==> src/rtl/vector_mem_pkg.sv <==
// Shared types and default sizing for the vector memory unit.
// Build option VMU_STRIDE_EN enables arbitrary-stride addressing (see vmu_addr_gen).
package vector_mem_pkg;

  localparam int unsigned DefaultLanes        = 4;
  localparam int unsigned DefaultDataWidth    = 32;
  localparam int unsigned DefaultAddressWidth = 32;

  typedef enum logic [1:0] {
    StIdle,
    StAccess,
    StDone
  } vmu_state_e;

endpackage

==> src/rtl/vector_mem_unit_if.sv <==
// Request/response and data-memory port bundle for vector_mem_unit.
// master = requester + memory side, slave = the vector memory unit.
interface vector_mem_unit_if
  import vector_mem_pkg::*;
#(
  parameter int unsigned LANES         = DefaultLanes,
  parameter int unsigned DATA_WIDTH    = DefaultDataWidth,
  parameter int unsigned ADDRESS_WIDTH = DefaultAddressWidth
);

  logic                          start;
  logic                          isStore;
  logic [ADDRESS_WIDTH-1:0]      baseAddress;
  logic [ADDRESS_WIDTH-1:0]      stride;
  logic [LANES*DATA_WIDTH-1:0]   storeVector;
  logic [LANES*DATA_WIDTH-1:0]   loadVector;
  logic                          busy;
  logic                          done;
  logic [ADDRESS_WIDTH-1:0]      memReadAddress;
  logic [ADDRESS_WIDTH-1:0]      memWriteAddress;
  logic                          memWriteEnable;
  logic [DATA_WIDTH-1:0]         memWriteData;
  logic [DATA_WIDTH-1:0]         memReadData;

  modport master (
    output start, isStore, baseAddress, stride, storeVector, memReadData,
    input  loadVector, busy, done, memReadAddress, memWriteAddress, memWriteEnable, memWriteData
  );

  modport slave (
    input  start, isStore, baseAddress, stride, storeVector, memReadData,
    output loadVector, busy, done, memReadAddress, memWriteAddress, memWriteEnable, memWriteData
  );

endinterface

==> src/rtl/vmu_addr_gen.sv <==
// Lane counter and per-lane word address for a vector transfer.
// With VMU_STRIDE_EN the stride is latched on load; otherwise the step is fixed at 1.
module vmu_addr_gen
  import vector_mem_pkg::*;
#(
  parameter int unsigned LANES         = DefaultLanes,
  parameter int unsigned ADDRESS_WIDTH = DefaultAddressWidth
) (
  input  logic                       clk,
  input  logic                       rst_n,
  input  logic                       load,
  input  logic                       advance,
  input  logic [ADDRESS_WIDTH-1:0]   base,
`ifdef VMU_STRIDE_EN
  input  logic [ADDRESS_WIDTH-1:0]   stride,
`endif
  output logic [ADDRESS_WIDTH-1:0]   cur_address,
  output logic [$clog2(LANES)-1:0]   lane_index,
  output logic                       last_lane
);

  localparam int unsigned LaneW = $clog2(LANES);

  logic [ADDRESS_WIDTH-1:0] cur_q;
  logic [LaneW-1:0]         lane_q;
  logic [ADDRESS_WIDTH-1:0] next_address;

`ifdef VMU_STRIDE_EN
  logic [ADDRESS_WIDTH-1:0] stride_q;

  always_ff @(posedge clk or negedge rst_n) begin
    if (!rst_n) begin
      stride_q <= '0;
    end else if (load) begin
      stride_q <= stride;
    end
  end

  assign next_address = cur_q + stride_q;
`else
  assign next_address = cur_q + ADDRESS_WIDTH'(1);
`endif

  always_ff @(posedge clk or negedge rst_n) begin
    if (!rst_n) begin
      cur_q  <= '0;
      lane_q <= '0;
    end else if (load) begin
      cur_q  <= base;
      lane_q <= '0;
    end else if (advance) begin
      cur_q  <= next_address;
      lane_q <= lane_q + LaneW'(1);
    end
  end

  assign cur_address = cur_q;
  assign lane_index  = lane_q;
  assign last_lane   = (lane_q == LaneW'(LANES - 1));

endmodule

==> src/rtl/vector_mem_unit.sv <==
// Strided vector load/store engine: one lane per cycle against a single-cycle data memory.
// Build option VMU_STRIDE_EN selects strided addressing; default is unit stride.
module vector_mem_unit
  import vector_mem_pkg::*;
#(
  parameter int unsigned LANES         = DefaultLanes,
  parameter int unsigned DATA_WIDTH    = DefaultDataWidth,
  parameter int unsigned ADDRESS_WIDTH = DefaultAddressWidth
) (
  input  logic              clk,
  input  logic              rst_n,
  vector_mem_unit_if.slave  bus
);

  vmu_state_e state_q, state_d;

  logic                                is_store_q;
  logic [LANES-1:0][DATA_WIDTH-1:0]    store_q;
  logic [LANES-1:0][DATA_WIDTH-1:0]    shadow_q, shadow_d;
  logic [LANES-1:0][DATA_WIDTH-1:0]    load_q;
  logic [ADDRESS_WIDTH-1:0]            cur_address;
  logic [$clog2(LANES)-1:0]            lane_index;
  logic                                last_lane;
  logic                                accept;
  logic                                access;

  assign accept = (state_q == StIdle) && bus.start;
  assign access = (state_q == StAccess);

  vmu_addr_gen #(
    .LANES         (LANES),
    .ADDRESS_WIDTH (ADDRESS_WIDTH)
  ) u_addr_gen (
    .clk         (clk),
    .rst_n       (rst_n),
    .load        (accept),
    .advance     (access),
    .base        (bus.baseAddress),
`ifdef VMU_STRIDE_EN
    .stride      (bus.stride),
`endif
    .cur_address (cur_address),
    .lane_index  (lane_index),
    .last_lane   (last_lane)
  );

  always_comb begin
    state_d = state_q;
    unique case (state_q)
      StIdle:   if (bus.start) state_d = StAccess;
      StAccess: if (last_lane) state_d = StDone;
      StDone:   state_d = StIdle;
      default:  state_d = StIdle;
    endcase
  end

  // The final lane is folded in combinationally so the commit holds a complete vector.
  always_comb begin
    shadow_d = shadow_q;
    if (access && !is_store_q) begin
      shadow_d[lane_index] = bus.memReadData;
    end
  end

  always_ff @(posedge clk or negedge rst_n) begin
    if (!rst_n) begin
      state_q    <= StIdle;
      is_store_q <= 1'b0;
      store_q    <= '0;
      shadow_q   <= '0;
      load_q     <= '0;
    end else begin
      state_q  <= state_d;
      shadow_q <= shadow_d;
      if (accept) begin
        is_store_q <= bus.isStore;
        store_q    <= bus.storeVector;
      end
      if (access && last_lane && !is_store_q) begin
        load_q <= shadow_d;
      end
    end
  end

  assign bus.busy            = (state_q != StIdle);
  assign bus.done            = (state_q == StDone);
  assign bus.loadVector      = load_q;
  assign bus.memReadAddress  = access ? cur_address : '0;
  assign bus.memWriteAddress = access ? cur_address : '0;
  assign bus.memWriteEnable  = access && is_store_q;
  assign bus.memWriteData    = (access && is_store_q) ? store_q[lane_index] : '0;

endmodule

==> src/flat_wrapper.sv <==
// flat-port wrapper written by rule: the top's interface ports become plain ports
module vector_mem_unit_flat import vector_mem_pkg::*;
#(
  parameter int unsigned LANES         = DefaultLanes,
  parameter int unsigned DATA_WIDTH    = DefaultDataWidth,
  parameter int unsigned ADDRESS_WIDTH = DefaultAddressWidth
)
  (clk, rst_n, bus_start, bus_isStore, bus_baseAddress, bus_stride, bus_storeVector, bus_memReadData, bus_loadVector, bus_busy, bus_done, bus_memReadAddress, bus_memWriteAddress, bus_memWriteEnable, bus_memWriteData);
  vector_mem_unit_if #(.LANES(LANES), .DATA_WIDTH(DATA_WIDTH), .ADDRESS_WIDTH(ADDRESS_WIDTH)) bus_i ();
  input  logic clk;
  input  logic rst_n;
  input wire logic [$bits(bus_i.start)-1:0] bus_start;
  input wire logic [$bits(bus_i.isStore)-1:0] bus_isStore;
  input wire logic [$bits(bus_i.baseAddress)-1:0] bus_baseAddress;
  input wire logic [$bits(bus_i.stride)-1:0] bus_stride;
  input wire logic [$bits(bus_i.storeVector)-1:0] bus_storeVector;
  input wire logic [$bits(bus_i.memReadData)-1:0] bus_memReadData;
  output wire logic [$bits(bus_i.loadVector)-1:0] bus_loadVector;
  output wire logic [$bits(bus_i.busy)-1:0] bus_busy;
  output wire logic [$bits(bus_i.done)-1:0] bus_done;
  output wire logic [$bits(bus_i.memReadAddress)-1:0] bus_memReadAddress;
  output wire logic [$bits(bus_i.memWriteAddress)-1:0] bus_memWriteAddress;
  output wire logic [$bits(bus_i.memWriteEnable)-1:0] bus_memWriteEnable;
  output wire logic [$bits(bus_i.memWriteData)-1:0] bus_memWriteData;
  assign bus_i.start = bus_start;
  assign bus_i.isStore = bus_isStore;
  assign bus_i.baseAddress = bus_baseAddress;
  assign bus_i.stride = bus_stride;
  assign bus_i.storeVector = bus_storeVector;
  assign bus_i.memReadData = bus_memReadData;
  assign bus_loadVector = bus_i.loadVector;
  assign bus_busy = bus_i.busy;
  assign bus_done = bus_i.done;
  assign bus_memReadAddress = bus_i.memReadAddress;
  assign bus_memWriteAddress = bus_i.memWriteAddress;
  assign bus_memWriteEnable = bus_i.memWriteEnable;
  assign bus_memWriteData = bus_i.memWriteData;
  vector_mem_unit #(.LANES(LANES), .DATA_WIDTH(DATA_WIDTH), .ADDRESS_WIDTH(ADDRESS_WIDTH)) u_core (.clk(clk), .rst_n(rst_n), .bus(bus_i));
endmodule
==> config.mk <==
export PLATFORM = sky130hd
export DESIGN_NAME = vector_mem_unit_flat
export DESIGN_NICKNAME = d
export VERILOG_FILES = /design/src/rtl/vector_mem_pkg.sv /design/src/rtl/vector_mem_unit_if.sv /design/src/rtl/vmu_addr_gen.sv /design/src/rtl/vector_mem_unit.sv /design/src/flat_wrapper.sv
export SDC_FILE = /design/constraint.sdc
export NUM_CORES = 1
export LEC_CHECK = 0
export BUFFER_PORTS_ARGS = -buffer_cell sky130_fd_sc_hd__buf_4
export CORE_ASPECT_RATIO = 1.5
export CORE_UTILIZATION = 35
export DETAILED_ROUTE_END_ITERATION = 7
export GPL_TIMING_DRIVEN = 0
export PLACE_DENSITY = 0.55
export SYNTH_ARGS = -nofsm -noshare
export SYNTH_HDL_FRONTEND = slang
export SYNTH_HIERARCHICAL = 1
export SYNTH_SLANG_ARGS = --single-unit
==> constraint.sdc <==
create_clock -name clk -period 4.7 [get_ports clk]
set_input_delay 0.94 -clock clk [delete_from_list [all_inputs] [get_ports clk]]
set_output_delay 0.94 -clock clk [all_outputs]
set_load 0.005 [all_outputs]
==> results of run 1 <==
-- synth_stat cells (2+ instances only) --
master and instances:
a21oi_1 128, a22oi_1 2, a31oi_1 14, and2_1 35
and3_1 37, and4_1 4, and4_4 2, buf_2 60
buf_4 38, buf_6 12, clkbuf_1 22, dfrtp_1 421
ha_1 2, inv_1 4, mux2_2 257, mux2i_1 130
mux4_2 32, nand2_1 25, nand2_2 3, nand2b_1 3
nand3_1 11, nand4_1 13, nand4_4 2, nor2_1 148
nor2b_1 4, nor4_1 2, o211ai_1 2, o21ai_0 20
o31a_1 2, o31ai_1 9, or3_1 9, or4_1 10
xnor2_1 5, xor2_1 8
-- flip-flops by register name, indices dropped and copies added (netlist names) --
name / cells
u_core/u_addr_gen/cur_address: 32
u_core/shadow_q: 128
u_core/bus.loadVector: 128
u_core/u_addr_gen/lane_index: 2
u_core/store_q: 128
u_core/is_store_q: 1
u_core/state_q: 2
-- cells by family after synthesis --
logic type / synth area share, %
AND/OR/NAND/NOR: 8.53
flip-flops: 55.5
AO/OA/AOI/OAI: 5.06
buffers and inverters: 4.31
adder cells (fa/ha/maj): 0.132
XOR/XNOR: 0.600
multiplexers: 25.9
-- path summary, 6_finish.rpt --
check | slack [ns] | from | to
setup / recovery | 1.00 | u_core/state_q[1]$_DFFE_PN0P_ | bus_memWriteAddress[5]
min in group clk | 0.50 | u_core/store_q[69]$_DFFE_PN0P_ | u_core/store_q[69]$_DFFE_PN0P_
max in group asynchronous | 2.63 | rst_n | u_core/bus.loadVector[123]$_DFFE_PN0P_
hold reg to reg | 0.50 | u_core/store_q[69]$_DFFE_PN0P_ | u_core/store_q[69]$_DFFE_PN0P_
setup reg to reg | 1.86 | u_core/state_q[1]$_DFFE_PN0P_ | u_core/u_addr_gen/cur_address[26]$_DFFE_PN0P_
hold / removal | 0.28 | rst_n | u_core/store_q[19]$_DFFE_PN0P_
-- stage by stage --
stage / hold slack (ns) / worst slack, ns / TNS (ns)
CTS: 0.277 / 0.952 / 0
finish: 0.285 / 1.00 / 0
detailed placement: 0.491 / 1.53 / 0
global route: 0.294 / 0.821 / 0
global placement: 0.484 / -1.68 / -684.19
floorplan: 0.475 / 2.16 / 0
-- report_power, final --
group / internal (mW) / switching, mW
registers: 5.40 / 1.12
logic: 4.17 / 3.22
clock network: 2.33 / 1.46
total: 11.9 / 5.80
-- cell type report --
cell class | count | area share (%)
multi-input combinational | 930 | 30.9
inverter | 4 | 0.0607
tap | 689 | 3.49
sequential | 421 | 42.6
clock inverter | 19 | 1.24
antenna | 4 | 0.0405
buffer | 132 | 3.25
clock buffer | 59 | 5.13
timing repair buffer | 426 | 13.3
-- routing by layer --
layer	GRT usage [%]	share of wire (%)	wire (um)
met1	24.6	39	22500
met2	37.3	53	29900
met3	4.44	5.8	3300
met4	5.71	2.2	1260
met5	0	0	0
-- placed cells by master (no fill, tap or decap), types with 5 or more instances in the layout --
| cell | instances |
|---|---|
| clkbuf_8 | 9 |
| a31oi_1 | 14 |
| a21oi_1 | 128 |
| clkinv_2 | 7 |
| buf_2 | 60 |
| or4_1 | 10 |
| o31ai_1 | 9 |
| dfrtp_1 | 421 |
| clkbuf_1 | 27 |
| and3_1 | 37 |
| nand3_1 | 11 |
| mux4_2 | 32 |
| buf_6 | 12 |
| clkbuf_16 | 45 |
| nand4_1 | 13 |
| buf_4 | 459 |
| o21ai_0 | 20 |
| xnor2_1 | 5 |
| nand2_1 | 25 |
| bufinv_16 | 8 |
| xor2_1 | 8 |
| mux2_2 | 257 |
| nor2_1 | 148 |
| mux2i_1 | 130 |
| and2_1 | 35 |
| or3_1 | 9 |
-- worst max-delay path, stage by stage, from the launching register on --
cell and delay [ns]:
dfrtp_1 0.42, nor2b_1 0.39, clkbuf_1 0.60, clkbuf_1 0.32
and2_1 0.26, buf_4 0.13, buf_4 0.10
==> metrics.yaml, run 1 <==
status: "complete, no violations"
cp_max_fo: 10
syn-num-nets: 1717
initialDrtViolationCount: 586
criticalPathCategory: "reg -> out"
clk_path_buf_depth: 3
post_cts_resized: 0
ys_ff_latch: 421
synth_top_area_cell: "dfrtp_1"
die_w_um: 192
post_cts_buffers: 0
drive_above_1_share_pct: 45.8
synthDominantCellAreaShare_pct: 55.5
dieArea_um2: 55200
grt_pass1_wl_mm: 87.1
hold_viol: 0
n_fill_cell: 5070
antenna_found_initial: 4
multi_input_area_um2: 7630
ant_nets: 0
max_slew.worst_pin.slew_ns: 0.769
rows: 104
grt_pass1_vias: 14410
wl_mm: 56.9
fin_cells: 2684
gp_congestion: 0.826
dp.cells: 2602
cts_buffers: 44
routed_via_density: 5.03
clock_skew_ns: 0.0180
yosysWarnings: 6
final_cell_area_um2: 24700
drv_cap: 0
wl_per_cell_um: 21.2
leakage_nw: 11.4
synth_edf_count: 0
io_buffers: 422
grt_max_degree: 102
rr_worst_depth: 8
first_pass_iters: 5
hp-class: "in -> async"
power_mw: 17.7
worstSkewPairLatency_ns: 0.55
slew_headroom_pct: 48.8
synth_flop_cell: "dfrtp_1"
cts-root-buf: "clkbuf_16"
nNetsFinal: 2189
power_density_nw_per_um2: 716
path_clk_slew_ns: 0.06
holdBufCountCts: 0
numClockSinks: 421
io_pins: 455
track_usage_pct: 20.7
cp-end-kind: "output port"
worstSetupStartpointType: "register"
synthCells: 1487
seqCellArea_um2: 10500
start_util_pct: 35.4
die_y_um: 287
num_vias: 13498
hpwlAfterDp_mm: 42.1
syn2layout_area_growth_pct: 30.2
placed_area_um2: 23100
drc: 0
synth_sequential_area_ratio_pct: 55.5
required_ns: 3.76
ir_drop_mv: 0.325
htree_levels: 2
fin_util_pct: 46.1
setup_violations: 0
worstPathArrival_ns: 2.76
rsz0062_at_grt: "no"
postSynthAreaPerCell_um2: 12.8
period_needed_ns: 3.70
finalCritPeriodShare_pct: 78.7
async_flop_share_pct: 100
mappedNetlistArea_um2: 19000
cts_tree: "built"
grt_overflow: 0
synthDistinctLibCells: 45
ys_top_cells_by_area: "dfrtp_1, mux2_2, mux2i_1, mux4_2, a21oi_1"
timing.fmax_mhz: 270
drv_slew: 0
core_um2: 53600
No activity file was read; power rests on OpenSTA's default activity.
==> run 2, diff against run 1 <==
--- a/config.mk
+++ b/config.mk
@@ -5,6 +5,7 @@
 export SDC_FILE = /design/constraint.sdc
 export NUM_CORES = 1
 export LEC_CHECK = 0
+export ABC_AREA = 1
 export BUFFER_PORTS_ARGS = -buffer_cell sky130_fd_sc_hd__buf_4
 export CORE_ASPECT_RATIO = 1.5
 export CORE_UTILIZATION = 35
==> constraint.sdc (replaced) <==
create_clock -name clk -period 3.5 [get_ports clk]
set_input_delay 0.7 -clock clk [delete_from_list [all_inputs] [get_ports clk]]
set_output_delay 0.7 -clock clk [all_outputs]
set_load 0.005 [all_outputs]
==> run 2 against run 1 <==
  * Hold slack got worse by 0.13 ns
  * Global-route usage rose by 2.6 points
  * Worst setup slack worse by 0.84 ns
  * Non-clock buffer count grew 31
  * Routed wire length grew 18%
  * Via count up 34%
  * First-iteration DRC count increased by 60%
  * Count of clock-buffer cells in the layout down 1
  * Die area rose by 4.8%
  * Largest cell class unchanged
  * Highest routed layer is now met5
==> metrics.yaml, run 2 <==
drc: 0  # unchanged
rsz0062_at_grt: "no"  # unchanged
yosys-top-cells-count: "nand2_1, dfrtp_1, nand3_1"  # was dfrtp_1, mux2_2, nor2_1
worstPathArrival_ns: 2.64  # was 2.76 ns
cp_cell_sequence: "buf_2 -> inv_1 -> nor2_1 -> buf_4 -> buf_2 -> nand2_1 -> nand2_1 -> nor2_1 -> nor2_1 -> buf_4"  # was nor2b_1 -> clkbuf_1 -> clkbuf_1 -> and2_1 -> buf_4 -> buf_4
synthDistinctLibCells: 29  # was 45
io_pins: 455  # unchanged
grt_max_degree: 115  # was 102
clk_path_buf_depth: 3  # unchanged
htree_levels: 2  # unchanged
dp.cells: 3801  # was 2602
initialDrtViolationCount: 937  # was 586
dieArea_um2: 57800  # was 55200 um2
die_w_um: 197  # was 192 um
numClockSinks: 421  # unchanged
cts_tree: "built"  # unchanged
setup_violations: 0  # unchanged
critical_path_depth: 10  # was 6
drv_cap: 0  # unchanged
slew_headroom_pct: 43.2  # was 48.8%
mappedNetlistArea_um2: 19900  # was 19000 um2
worstSetupStartpointType: "register"  # unchanged
final_cell_mix: "nand2_1, buf_4, dfrtp_1"  # was buf_4, dfrtp_1, mux2_2
crit_slowest_cell: "dfrtp_1"  # was clkbuf_1
synth_sequential_area_ratio_pct: 52.9  # was 55.5%
antenna_found_initial: 3  # was 4
first_pass_iters: 5  # unchanged
cp_max_fo: 11  # was 10
synthDominantCellAreaShare_pct: 52.9  # was 55.5%
rr_worst_depth: 9  # was 8
slowest_delay_ns: 0.40  # was 0.60 ns
cts_buffers: 44  # unchanged
grt_pass1_wl_mm: 104  # was 87.1 mm
path_clk_slew_ns: 0.06  # about the same
ir_drop_mv: 0.424  # was 0.325 mV
hp-class: "in -> async"  # unchanged
timing.fmax_mhz: 300
power_density_nw_per_um2: 939  # was 716 nW/um2
routed_via_density: 4.66  # was 5.03
wl_per_cell_um: 17.4  # was 21.2 um
fin_cells: 3879  # was 2684
dpl_worst_slack_ns: 0.390  # was 1.53 ns
criticalPathCategory: "reg -> out"  # unchanged
drv_slew: 0  # unchanged
hold_viol: 0  # unchanged
required_ns: 2.80  # was 3.76 ns
wl_mm: 67.4  # was 56.9 mm
num_vias: 18064  # was 13498
die_y_um: 294  # was 287 um
async_flop_share_pct: 100  # unchanged
grt_pass1_vias: 18291  # was 14410
fin_util_pct: 45.9  # was 46.1%
worstSkewPairLatency_ns: 0.57  # was 0.55 ns
cts-root-buf: "clkbuf_16"  # unchanged
status: "complete, no violations"  # unchanged
synth_top_area_cell: "dfrtp_1"  # unchanged
leakage_nw: 14.2  # was 11.4 nW
path_common_cell: "nor2_1"
syn-num-nets: 2850  # was 1717
synth_flop_cell: "dfrtp_1"  # unchanged
nNetsFinal: 3321  # was 2189
gp_congestion: 0.907  # was 0.826
start_util_pct: 35.6  # was 35.4%
postSynthAreaPerCell_um2: 7.60  # was 12.8 um2
post_cts_buffers: 0  # unchanged
synth_most_common_cell: "nand2_1"  # was dfrtp_1
crit_family: "buffers and inverters"  # unchanged
finalCritPeriodShare_pct: 95.4
timing.hold.ws_ns: 0.152  # was 0.285 ns
io_buffers: 422  # unchanged
ant_nets: 0  # unchanged
power_mw: 24.1  # was 17.7 mW
cp-end-kind: "output port"  # unchanged
synth_edf_count: 0  # unchanged
grt_overflow: 0  # unchanged
hpwlAfterDp_mm: 51.7  # was 42.1 mm
clock_skew_ns: 0.0120  # was 0.0180 ns
drive_above_1_share_pct: 20.6  # was 45.8%
synthCells: 2620  # was 1487
syn2layout_area_growth_pct: 29.0  # was 30.2%
rows: 106  # was 104
track_usage_pct: 23.3  # was 20.7%
ys_ff_latch: 421  # unchanged
yosysWarnings: 6  # unchanged
period_needed_ns: 3.34
cp_num_buf_inv: 5  # was 4
max_slew.worst_pin.slew_ns: 0.852  # was 0.769 ns
core_um2: 56000  # was 53600 um2
timing.final.ws_setup_ns: 0.161  # was 1.00 ns
final_common_cell: "nand2_1"  # was buf_4
ys_top_cells_by_area: "dfrtp_1, nand2_1, nand3_1, inv_1, and2_1"  # was dfrtp_1, mux2_2, mux2i_1, mux4_2, a21oi_1
run 2: cell count changes after synthesis, sizes merged, moves of 14 or more:
cell / previous run / this run
a21oi: 128 / 6
mux4: 32 / 0
mux2i: 130 / 0
nand4: 15 / 0
a31oi: 14 / 0
inv: 4 / 209
and3: 38 / 0
mux2: 257 / 0
and2: 35 / 97
nand2: 28 / 1253
a22oi: 2 / 20
clkbuf: 22 / 48
nand3: 12 / 270
run 2: power breakdown:
part           switching (mW)  leakage [nW]  internal [mW]
sequential               1.43          5.07           7.23
combinational            6.02          8.35           4.32
clock                    2.02         0.763           3.09
total                    9.46          14.2           14.6
run 2: layout make-up:
class | count | area, um2
buffer | 164 | 861
fill | 5725 | 30300
timing repair buffer | 425 | 3260
inverter | 209 | 785
clock buffer | 58 | 1250
tap | 756 | 946
sequential | 421 | 10500
antenna | 2 | 5.00
clock inverter | 18 | 312
multi-input combinational | 1826 | 7730
run 2: final timing paths:
| check | from | endpoint | slack [ns] |
|---|---|---|---|
| setup / recovery | u_core/u_addr_gen/lane_index[0]$_DFFE_PN0P_ | bus_memWriteData[8] | 0.16 |
| min in group clk | bus_storeVector[62] | u_core/store_q[62]$_DFFE_PN0P_ | 0.32 |
| hold / removal | rst_n | u_core/store_q[47]$_DFFE_PN0P_ | 0.15 |
| setup reg to reg | u_core/state_q[0]$_DFFE_PN0P_ | u_core/u_addr_gen/lane_index[1]$_DFFE_PN0P_ | 0.50 |
| max in group asynchronous | rst_n | u_core/bus.loadVector[40]$_DFFE_PN0P_ | 1.78 |
| hold reg to reg | u_core/bus.loadVector[43]$_DFFE_PN0P_ | u_core/bus.loadVector[43]$_DFFE_PN0P_ | 0.48 |
run 2: routing by layer:
layer  vias to the layer above  global-route usage [%]  wire length (um)
li1                       8884                       -                 -
met2                       567                    41.9             34100
met1                      8510                    26.9             26300
met3                        99                    5.93              4900
met4                         4                    7.62              2070
met5                         -                       0                25
run 2: worst register-to-register path, stage by stage (launching register included):
cell and delay [ns]:
dfrtp_1 0.42, nor2_1 0.26, nand2_1 0.20, inv_2 0.12
clkbuf_1 0.62, inv_1 0.32, nand2_1 0.35, inv_1 0.14
buf_2 0.24, a22o_1 0.23
run 2: repair_timing:
| action | CTS | global route |
|---|---|---|
| hold buffers | 0 | 0 |
| cloned | 0 | 0 |
| hold endpoints to repair | 0 | 0 |
| pin swaps | 0 | 0 |
| endpoints found under the setup margin | 4 | 22 |
| resized for setup | 1 | 7 |
run 2: logic make-up (layout without fill, tap and decap cells):
family,after synthesis,in the layout,synth area share [%]
simple gates,1780,1780,37.2
flops,421,421,52.9
buf+inv,373,874,8.22
compound gates,41,41,1.38
xor+xnor,3,3,0.132
fa+ha+maj,2,2,0.126
other cells,0,2,0
run 2: metrics by stage:
stage | area, um2 | setup TNS, ns
3_5_place_dp | 24100 | 0
5_1_grt | 25700 | 0
4_1_cts | 25700 | -0.0135
3_3_place_gp | 24000 | -1106.12
6_report | 25700 | 0
2_1_floorplan | 19900 | 0
